--- src/rtl/conv_result_collector.sv ---
// Result-write receiver for the convolution engine: buffers indexed result words
// (last write wins) and streams the finished vector out over valid/ready on completion.
module conv_result_collector #(
    parameter int DATA_W = 32,
    parameter int ADDR_W = 5
) (
    input  logic              clk,
    input  logic              rstn,
    input  logic              wr_i,
    input  logic [ADDR_W-1:0] wr_addr_i,
    input  logic [DATA_W-1:0] wr_data_i,
    input  logic              done_i,
    input  logic [ADDR_W:0]   size_i,
    output logic [DATA_W-1:0] out_data_o,
    output logic              out_valid_o,
    input  logic              out_ready_i,
    output logic              out_last_o,
    output logic              busy_o,
    output logic              drain_done_o,
    output logic              err_o
);

    localparam int DEPTH = 2 ** ADDR_W;
    localparam logic [ADDR_W:0] DEPTH_W = (ADDR_W + 1)'(DEPTH);

    localparam logic [0:0] COLLECT = 1'b0;
    localparam logic [0:0] DRAIN   = 1'b1;

    logic [0:0]        state_q, state_d;
    logic [DEPTH-1:0]  mask_q, mask_d;
    logic [ADDR_W:0]   cnt_q, cnt_d;
    logic [ADDR_W:0]   rd_ptr_q, rd_ptr_d;
    logic [DATA_W-1:0] out_data_q, out_data_d;
    logic              out_valid_q, out_valid_d;
    logic              out_last_q, out_last_d;
    logic              busy_q, busy_d;
    logic              drain_done_q, drain_done_d;
    logic              err_q, err_d;

    logic [DATA_W-1:0] mem_q [DEPTH];
    logic [DATA_W-1:0] word_view [DEPTH];
    logic              wr_commit;
    logic [ADDR_W:0]   size_clip;
    logic [ADDR_W-1:0] nxt_idx;
    logic [DATA_W-1:0] first_word;

    // Writes are only honoured while collecting; in DRAIN they only raise err.
    assign wr_commit = (state_q == COLLECT) && wr_i;

    always_ff @(posedge clk) begin
        if (wr_commit) begin
            mem_q[wr_addr_i] <= wr_data_i;
        end
    end

    // Entries never written since the last drain read back as zero.
    generate
        for (genvar gi = 0; gi < DEPTH; gi++) begin : g_view
            assign word_view[gi] = mask_q[gi] ? mem_q[gi] : '0;
        end
    endgenerate

    assign size_clip = (size_i > DEPTH_W) ? DEPTH_W : size_i;
    assign nxt_idx   = rd_ptr_q[ADDR_W-1:0] + ADDR_W'(1);
    // A write landing on index 0 in the done cycle must appear in the first word.
    assign first_word = (wr_commit && (wr_addr_i == '0)) ? wr_data_i : word_view[0];

    always_comb begin
        state_d      = state_q;
        mask_d       = mask_q;
        cnt_d        = cnt_q;
        rd_ptr_d     = rd_ptr_q;
        out_data_d   = out_data_q;
        out_valid_d  = out_valid_q;
        out_last_d   = out_last_q;
        busy_d       = busy_q;
        drain_done_d = 1'b0;
        err_d        = err_q;

        case (state_q)
            COLLECT: begin
                if (wr_commit) begin
                    mask_d[wr_addr_i] = 1'b1;
                end
                if (done_i) begin
                    cnt_d    = size_clip;
                    rd_ptr_d = '0;
                    if (size_i > DEPTH_W) begin
                        err_d = 1'b1;
                    end
                    if (size_clip == '0) begin
                        drain_done_d = 1'b1;
                        mask_d       = '0;
                    end else begin
                        state_d     = DRAIN;
                        out_valid_d = 1'b1;
                        busy_d      = 1'b1;
                        out_data_d  = first_word;
                        out_last_d  = (size_clip == (ADDR_W + 1)'(1));
                    end
                end
            end
            DRAIN: begin
                if (wr_i || done_i) begin
                    err_d = 1'b1;
                end
                if (out_valid_q && out_ready_i) begin
                    if (out_last_q) begin
                        state_d      = COLLECT;
                        mask_d       = '0;
                        rd_ptr_d     = '0;
                        out_data_d   = '0;
                        out_valid_d  = 1'b0;
                        out_last_d   = 1'b0;
                        busy_d       = 1'b0;
                        drain_done_d = 1'b1;
                    end else begin
                        rd_ptr_d   = rd_ptr_q + (ADDR_W + 1)'(1);
                        out_data_d = word_view[nxt_idx];
                        out_last_d = (rd_ptr_q + (ADDR_W + 1)'(2)) == cnt_q;
                    end
                end
            end
            default: begin
                state_d = COLLECT;
            end
        endcase
    end

    always_ff @(posedge clk or negedge rstn) begin
        if (!rstn) begin
            state_q      <= COLLECT;
            mask_q       <= '0;
            cnt_q        <= '0;
            rd_ptr_q     <= '0;
            out_data_q   <= '0;
            out_valid_q  <= 1'b0;
            out_last_q   <= 1'b0;
            busy_q       <= 1'b0;
            drain_done_q <= 1'b0;
            err_q        <= 1'b0;
        end else begin
            state_q      <= state_d;
            mask_q       <= mask_d;
            cnt_q        <= cnt_d;
            rd_ptr_q     <= rd_ptr_d;
            out_data_q   <= out_data_d;
            out_valid_q  <= out_valid_d;
            out_last_q   <= out_last_d;
            busy_q       <= busy_d;
            drain_done_q <= drain_done_d;
            err_q        <= err_d;
        end
    end

    assign out_data_o   = out_data_q;
    assign out_valid_o  = out_valid_q;
    assign out_last_o   = out_last_q;
    assign busy_o       = busy_q;
    assign drain_done_o = drain_done_q;
    assign err_o        = err_q;

endmodule

--- config.mk ---
export PLATFORM = sky130hd
export DESIGN_NAME = conv_result_collector
export DESIGN_NICKNAME = d
export VERILOG_FILES = /design/src/rtl/conv_result_collector.sv
export SDC_FILE = /design/constraint.sdc
export NUM_CORES = 1
export LEC_CHECK = 0
export CORE_AREA = 2 2 235 411
export DETAILED_ROUTE_END_ITERATION = 12
export DIE_AREA = 0 0 237 413
export GPL_ROUTABILITY_DRIVEN = 0
export REMOVE_ABC_BUFFERS = 1
export SETUP_SLACK_MARGIN = 0.2
export SKIP_LAST_GASP = 1
export SYNTH_ARGS = -nofsm -noshare
export SYNTH_HDL_FRONTEND = slang
export SYNTH_SLANG_ARGS = --single-unit
--- constraint.sdc ---
create_clock -name clk -period 4.5 [get_ports clk]
set_input_delay 0.9 -clock clk [delete_from_list [all_inputs] [get_ports clk]]
set_output_delay 0.9 -clock clk [all_outputs]
set_load 0.01 [all_outputs]
==> results of run 1 <==
[per-layer routing]
layer  up-vias  track usage [%]  wire [um]
li1      10767                -          -
met1     13068             28.1      42600
met2       969             41.4      59500
met3       183             3.04       6480
met4         0             7.14       2770
met5         -                0          0
[cell usage in the layout, fill, tap and decap left out, types with 37 or more instances in the layout]
master              n
nand2_1           121
a221oi_1          225
a22oi_1           192
edfxtp_1         1024
a22o_1             58
buf_4              93
dfrtp_1            79
o221ai_1           63
nor2_1            104
and3_1             40
o22ai_1            64
a21oi_1            37
clkdlybuf4s50_1    83
clkbuf_16          97
[synth_stat cells (2+ instances only)]
cell and n:
o21bai_1 2, or3_1 3, nand3b_1 3, a221oi_1 225
nand4_1 2, o21ai_0 18, clkbuf_1 192, nand2b_1 14
nand3_1 11, o22ai_1 64, a221o_1 31, nand2_1 122
nor3b_1 2, xnor2_1 7, a22oi_1 192, o221ai_1 63
buf_6 3, buf_1 11, a21oi_1 37, buf_4 7
a22o_1 58, a32oi_1 31, nor3_1 5, and3_1 40
edfxtp_1 1024, a2bb2oi_1 31, inv_1 2, ha_1 2
or3b_2 4, o311a_1 30, o211ai_1 32, and3b_1 3
dfrtp_1 81, xor2_1 5, a22o_2 2, or2_2 2
nand4b_1 2, and2_1 20, nor2b_1 9, or2b_1 2
a31oi_1 4, o211a_1 2, buf_2 17, nor2_1 135
[per-stage QoR]
step	instances	worst slack [ns]	setup TNS, ns	util [%]
floorplan	2332	-1.44	-45.84	-
detailed placement	3728	0.921	0	47.3
finish	3903	1.16	0	50.7
global route	3903	1.02	0	50.7
CTS	3903	1.19	0	50.7
global placement	3728	0.981	0	47.3
[worst max-delay path: cells and delay by family (launching register included)]
kind | cells | cell delay [ns]
buffers and inverters | 2 | 0.82
AO/OA/AOI/OAI | 5 | 1.18
AND/OR/NAND/NOR | 1 | 0.71
flip-flops | 1 | 0.43
[worst max-delay path by stage]
| stage | from | endpoint | slack [ns] | depth (start not counted) |
|---|---|---|---|---|
| after floorplan | rd_ptr_q[0] | out_data_o[0] | -1.44 | 6 |
| after global placement | wr_i | out_data_o[14] | 0.98 | 8 |
| after detailed placement | wr_i | out_data_o[0] | 0.92 | 8 |
| after CTS | rd_ptr_q[0] | out_data_o[11] | 1.19 | 8 |
| after global routing | rd_ptr_q[1] | out_data_o[24] | 1.02 | 8 |
| final | rd_ptr_q[0] | out_data_o[12] | 1.16 | 8 |
[power groups by stage]
| stage | registers, mW | logic (mW) | clock network, mW |
|---|---|---|---|
| 4_1_cts | 11.8 | 4.52 | 8.63 |
| 3_3_place_gp | 12.0 | 4.42 | 0 |
| 5_1_grt | 11.8 | 4.85 | 9.01 |
| 6_report | 11.8 | 4.52 | 8.51 |
| 3_5_place_dp | 12.0 | 4.50 | 0 |
| 2_1_floorplan | 12.0 | 2.44 | 0 |
[sequential cells by signal (all words and copies together), names as in the netlist]
register / cells
mem_q: 1024
mask_q: 32
out_data_o: 32
cnt_q: 6
rd_ptr_q: 6
busy_o: 1
drain_done_o: 1
err_o: 1
out_last_o: 1
state_q: 1
[cell type report]
| class | count | area, um2 | share of cell area (%) |
|---|---|---|---|
| Sequential cell | 1105 | 32800 | 68.3 |
| Multi-Input combinational cell | 1225 | 8880 | 18.5 |
| Clock buffer | 120 | 2530 | 5.28 |
| Timing Repair Buffer | 180 | 1610 | 3.35 |
| Tap cell | 1216 | 1520 | 3.17 |
| Clock inverter | 55 | 681 | 1.42 |
| Inverter | 2 | 7.51 | 0.0156 |
[cell families (layout without fill, tap and decap cells)]
kind of cell	Yosys count	count (layout)	share of synthesized area [%]
DFF	1105	1105	77.5
AOI/OAI and AO/OA	826	826	15.7
and+or+nand+nor	383	383	4.19
buffers and inverters	232	357	2.22
xor gates and xnor gates	12	12	0.248
adders and majority gates	2	2	0.0591
muxes	2	2	0.0621
==> flow_summary.json, run 1 <==
{
  "cts.path.max_buffers": 3,
  "cp_cell_sequence": "buf_4 > a21bo_2 > and2_4 > buf_12 > a221oi_1 > a22oi_1 > o22ai_1 > o221ai_1",
  "tritoncts": "yes",
  "slowest_stage": "and2_4",
  "grt_max_degree": 78,
  "cp_max_fo": 56,
  "antenna_found_initial": 0,
  "io_pins": 85,
  "clockPowerShare_pct": 34.3,
  "worst_pin_slew_ns": 1.31,
  "p_sw_share_pct": 27.9,
  "whs_ns": 0.260,
  "synthesis.area_mm2": 0.0423,
  "setup_viol": 0,
  "hold_violations": 0,
  "cts-root-buf": "clkbuf_16",
  "fp.dieW_um": 237,
  "clock.fmax_ghz": 0.299,
  "seq_power_share_pct": 47.5,
  "grt_usage_pct": 22.8,
  "drive_gt1_share_pct": 11.2,
  "placed_cell_area_mm2": 0.0448,
  "post-dp-hpwl_mm": 67.5,
  "drc": 0,
  "numCtsBuffers": 93,
  "die_y_um": 413,
  "grt_pass1_vias": 25363,
  "dieArea_mm2": 0.0979,
  "yosysSeqAreaShare_pct": 77.5,
  "synth_area_leaders": "edfxtp_1, dfrtp_1, a221oi_1",
  "n_fill_cell": 7595,
  "required_ns": 5.10,
  "design_area_mm2": 0.0480,
  "crit_type": "reg -> reg",
  "firstDrtPassIters": 5,
  "initial_core_util_pct": 44.6,
  "cts_sinks": 1105,
  "synth_edf_count": 1024,
  "via_count": 24987,
  "peakVddDrop_mv": 0.386,
  "hold_class": "in -> async",
  "cp-end-kind": "flop",
  "core_area_mm2": 0.0948,
  "synth.distinct_cells": 54,
  "p_sw_mw": 6.92,
  "design_power_total_mw": 24.8,
  "fin_nets": 2657,
  "cts_hold_buf": 0,
  "crit_path_start_kind": "flop",
  "syn2layout_area_growth_pct": 13.5,
  "n_antenna_cell": 0,
  "max-slew-margin-rel_pct": 12.5,
  "post-cts-setup-buffers": 0,
  "netlist_instances": 2562,
  "crit-reg2reg-launch": "rd_ptr_q[0]",
  "drv_cap": 0,
  "cts_htree_levels": 3,
  "avgSynthCellArea_um2": 16.5,
  "rows": 150,
  "drt_iter0_drc": 2900,
  "arrival_ns": 3.94,
  "period_minus_slack_ns": 3.34,
  "synthArstFlopShare_pct": 7.33,
  "synth_top_area_share_pct": 72.7,
  "drt_wl_total_mm": 111,
  "p_leak_nw": 15.0,
  "overflow": 0,
  "worst_r2r_endpoint": "out_data_o[12]",
  "ys.flop_type": "edfxtp_1",
  "ys_warn_count": 0,
  "ant_nets": 0,
  "grt_pass1_wl_mm": 166,
  "path_clk_slew_ns": 0.07,
  "regToRegSetupSlack_ns": 1.16,
  "clk_latency_ns": 0.69,
  "cts-resized-gates": 0,
  "outcome": "finished, final reports clean",
  "cp_slowest_stage_delay_ns": 0.71,
  "rsz0062_at_grt": "false",
  "viasPerCell": 6.40,
  "wire_per_inst_um": 28.5,
  "synth-seq-cells": 1105,
  "numPortBuffers": 84,
  "min_period_over_period_pct": 74.2,
  "combPwrFrac_pct": 18.2,
  "power.internal_mw": 17.9,
  "synth_top_cell_by_area": "edfxtp_1",
  "power.density_mw_per_mm2": 517,
  "ff2ff_path_depth": 8,
  "skew_ns": 0.0241,
  "drv_slew": 0
}
No activity file was read; power rests on OpenSTA's default activity.
==> run 2, diff against run 1 <==
==> constraint.sdc (replaced) <==
create_clock -name clk -period 3.2 [get_ports clk]
set_input_delay 0.64 -clock clk [delete_from_list [all_inputs] [get_ports clk]]
set_output_delay 0.64 -clock clk [all_outputs]
set_load 0.01 [all_outputs]
==> flow_summary.json, run 2 (same netlist as run 1, synthesis figures left out) <==
{
  "outcome": "finished, final reports clean",
  "rsz0062_at_grt": "false",
  "path_clk_slew_ns": 0.07,
  "required_ns": 3.81,
  "tritoncts": "yes",
  "drv_cap": 0,
  "overflow": 0,
  "drc": 0,
  "post-cts-setup-buffers": 0,
  "hold_violations": 0,
  "cts-root-buf": "clkbuf_16",
  "p_leak_nw": 15.5,
  "setup_viol": 0,
  "crit_path_start_kind": "flop",
  "grt_pass1_wl_mm": 166,
  "drt_wl_total_mm": 111,
  "design_power_total_mw": 35.3,
  "cp_max_fo": 33,
  "wire_per_inst_um": 28.2,
  "die_y_um": 413,
  "dr_wl_met2_mm": 59.5,
  "layoutNonFillerInstCount": 3947,
  "n_antenna_cell": 0,
  "placed_cell_area_mm2": 0.0458,
  "cts_sinks": 1105,
  "cts_htree_levels": 3,
  "post-dp-hpwl_mm": 69.0,
  "skew_ns": 0.0263,
  "cts.path.max_buffers": 3,
  "drv_slew": 0,
  "numCtsBuffers": 92,
  "worst_pin_slew_ns": 0.842,
  "dieArea_mm2": 0.0979,
  "largest_reg_flops": 1024,
  "arrival_ns": 3.44,
  "hold_class": "reg -> reg",
  "wl_met3_mm": 5.53,
  "crit_type": "reg -> reg",
  "dr.max_layer_used": "met4",
  "fp.dieW_um": 237,
  "via_count": 24849,
  "viasPerCell": 6.30,
  "cp-end-kind": "flop",
  "drt_iter0_drc": 2499,
  "clk_latency_ns": 0.71,
  "io_pins": 85,
  "grt_pass1_vias": 25500,
  "numPortBuffers": 84,
  "antenna_found_initial": 0,
  "drive_gt1_share_pct": 13.0,
  "power.density_mw_per_mm2": 719,
  "wl_met1_mm": 43.4,
  "firstDrtPassIters": 5,
  "clock.fmax_ghz": 0.353,
  "rows": 150,
  "final_common_cell": "edfxtp_1",
  "min_period_over_period_pct": 88.6,
  "initial_core_util_pct": 44.6,
  "core_area_mm2": 0.0948,
  "max-slew-margin-rel_pct": 43.7,
  "post-route-util_pct": 51.8,
  "final_cell_mix": "edfxtp_1, a221oi_1, a22oi_1",
  "fin_nets": 2702,
  "ant_nets": 0,
  "regMostFlops": "mem_q",
  "syn2layout_area_growth_pct": 16.0,
  "grt_usage_pct": 22.8,
  "period_minus_slack_ns": 2.84,
  "grt_max_degree": 66,
  "design_area_mm2": 0.0491,
  "peakVddDrop_mv": 0.473,
  "dp.cells": 3773
}
[run 2: metrics by stage]
stage	setup TNS [ns]	worst slack, ns	hold slack (ns)
floorplan	-89.55	-2.74	0.344
global placement	0	0.207	0.451
detailed placement	0	0.139	0.453
CTS	0	0.283	0.470
global route	0	0.240	0.496
finish	0	0.364	0.471
[run 2: final timing paths]
path	from	to	slack, ns	depth (start not counted)
hold / removal	err_o	err_o	0.47	1
min in group asynchronous	rstn	rd_ptr_q[3]	0.54	2
setup / recovery	rd_ptr_q[0]	out_data_o[18]	0.36	8
max in group asynchronous	rstn	mask_q[17]	1.91	3
setup reg to reg	rd_ptr_q[0]	out_data_o[18]	0.36	8
hold reg to reg	err_o	err_o	0.47	1
[run 2: area by class of cell]
| cell class | count | area [um2] |
|---|---|---|
| clock inverter | 56 | 779 |
| sequential | 1105 | 32800 |
| inverter | 2 | 7.51 |
| clock buffer | 117 | 2500 |
| timing repair buffer | 226 | 2620 |
| multi-input combinational | 1225 | 8880 |
| tap | 1216 | 1520 |
| fill | 7484 | 45700 |
[run 2: critical path: stages, from the launching register on]
cell and delay, ns:
dfrtp_4 0.56, ha_4 0.44, buf_4 0.48, nand3_1 0.13, o22ai_1 0.16, a221oi_1 0.07
a221oi_1 0.40, o221ai_1 0.26, o221ai_1 0.23
[run 2: routing by layer]
layer	vias up	track usage (%)
met3	163	2.76
met4	0	7.79
met1	12982	28.0
li1	10876	-
met2	828	41.5
met5	-	0
[run 2: timing repair]
action | 4_1_cts | 5_1_grt
hold buffers | 1 | 0
resized for setup | 0 | 2
endpoints found under the hold margin | 15 | 0
endpoints found under the setup margin | 0 | 5
[run 2: power by group]
| group | internal, mW | switching, mW | total (mW) |
|---|---|---|---|
| combinational | 2.45 | 4.15 | 6.59 |
| sequential | 16.1 | 0.438 | 16.6 |
| clock | 6.91 | 5.23 | 12.1 |
| total | 25.5 | 9.81 | 35.3 |
==> run 3, diff against run 2 <==
--- a/config.mk
+++ b/config.mk
@@ -9,6 +9,7 @@
 export DETAILED_ROUTE_END_ITERATION = 12
 export DIE_AREA = 0 0 237 413
 export GPL_ROUTABILITY_DRIVEN = 0
+export HOLD_SLACK_MARGIN = 0.08
 export REMOVE_ABC_BUFFERS = 1
 export SETUP_SLACK_MARGIN = 0.2
 export SKIP_LAST_GASP = 1
==> results of run 3 <==
No change in the layout: final DEF, timing and power equal those of run 2.
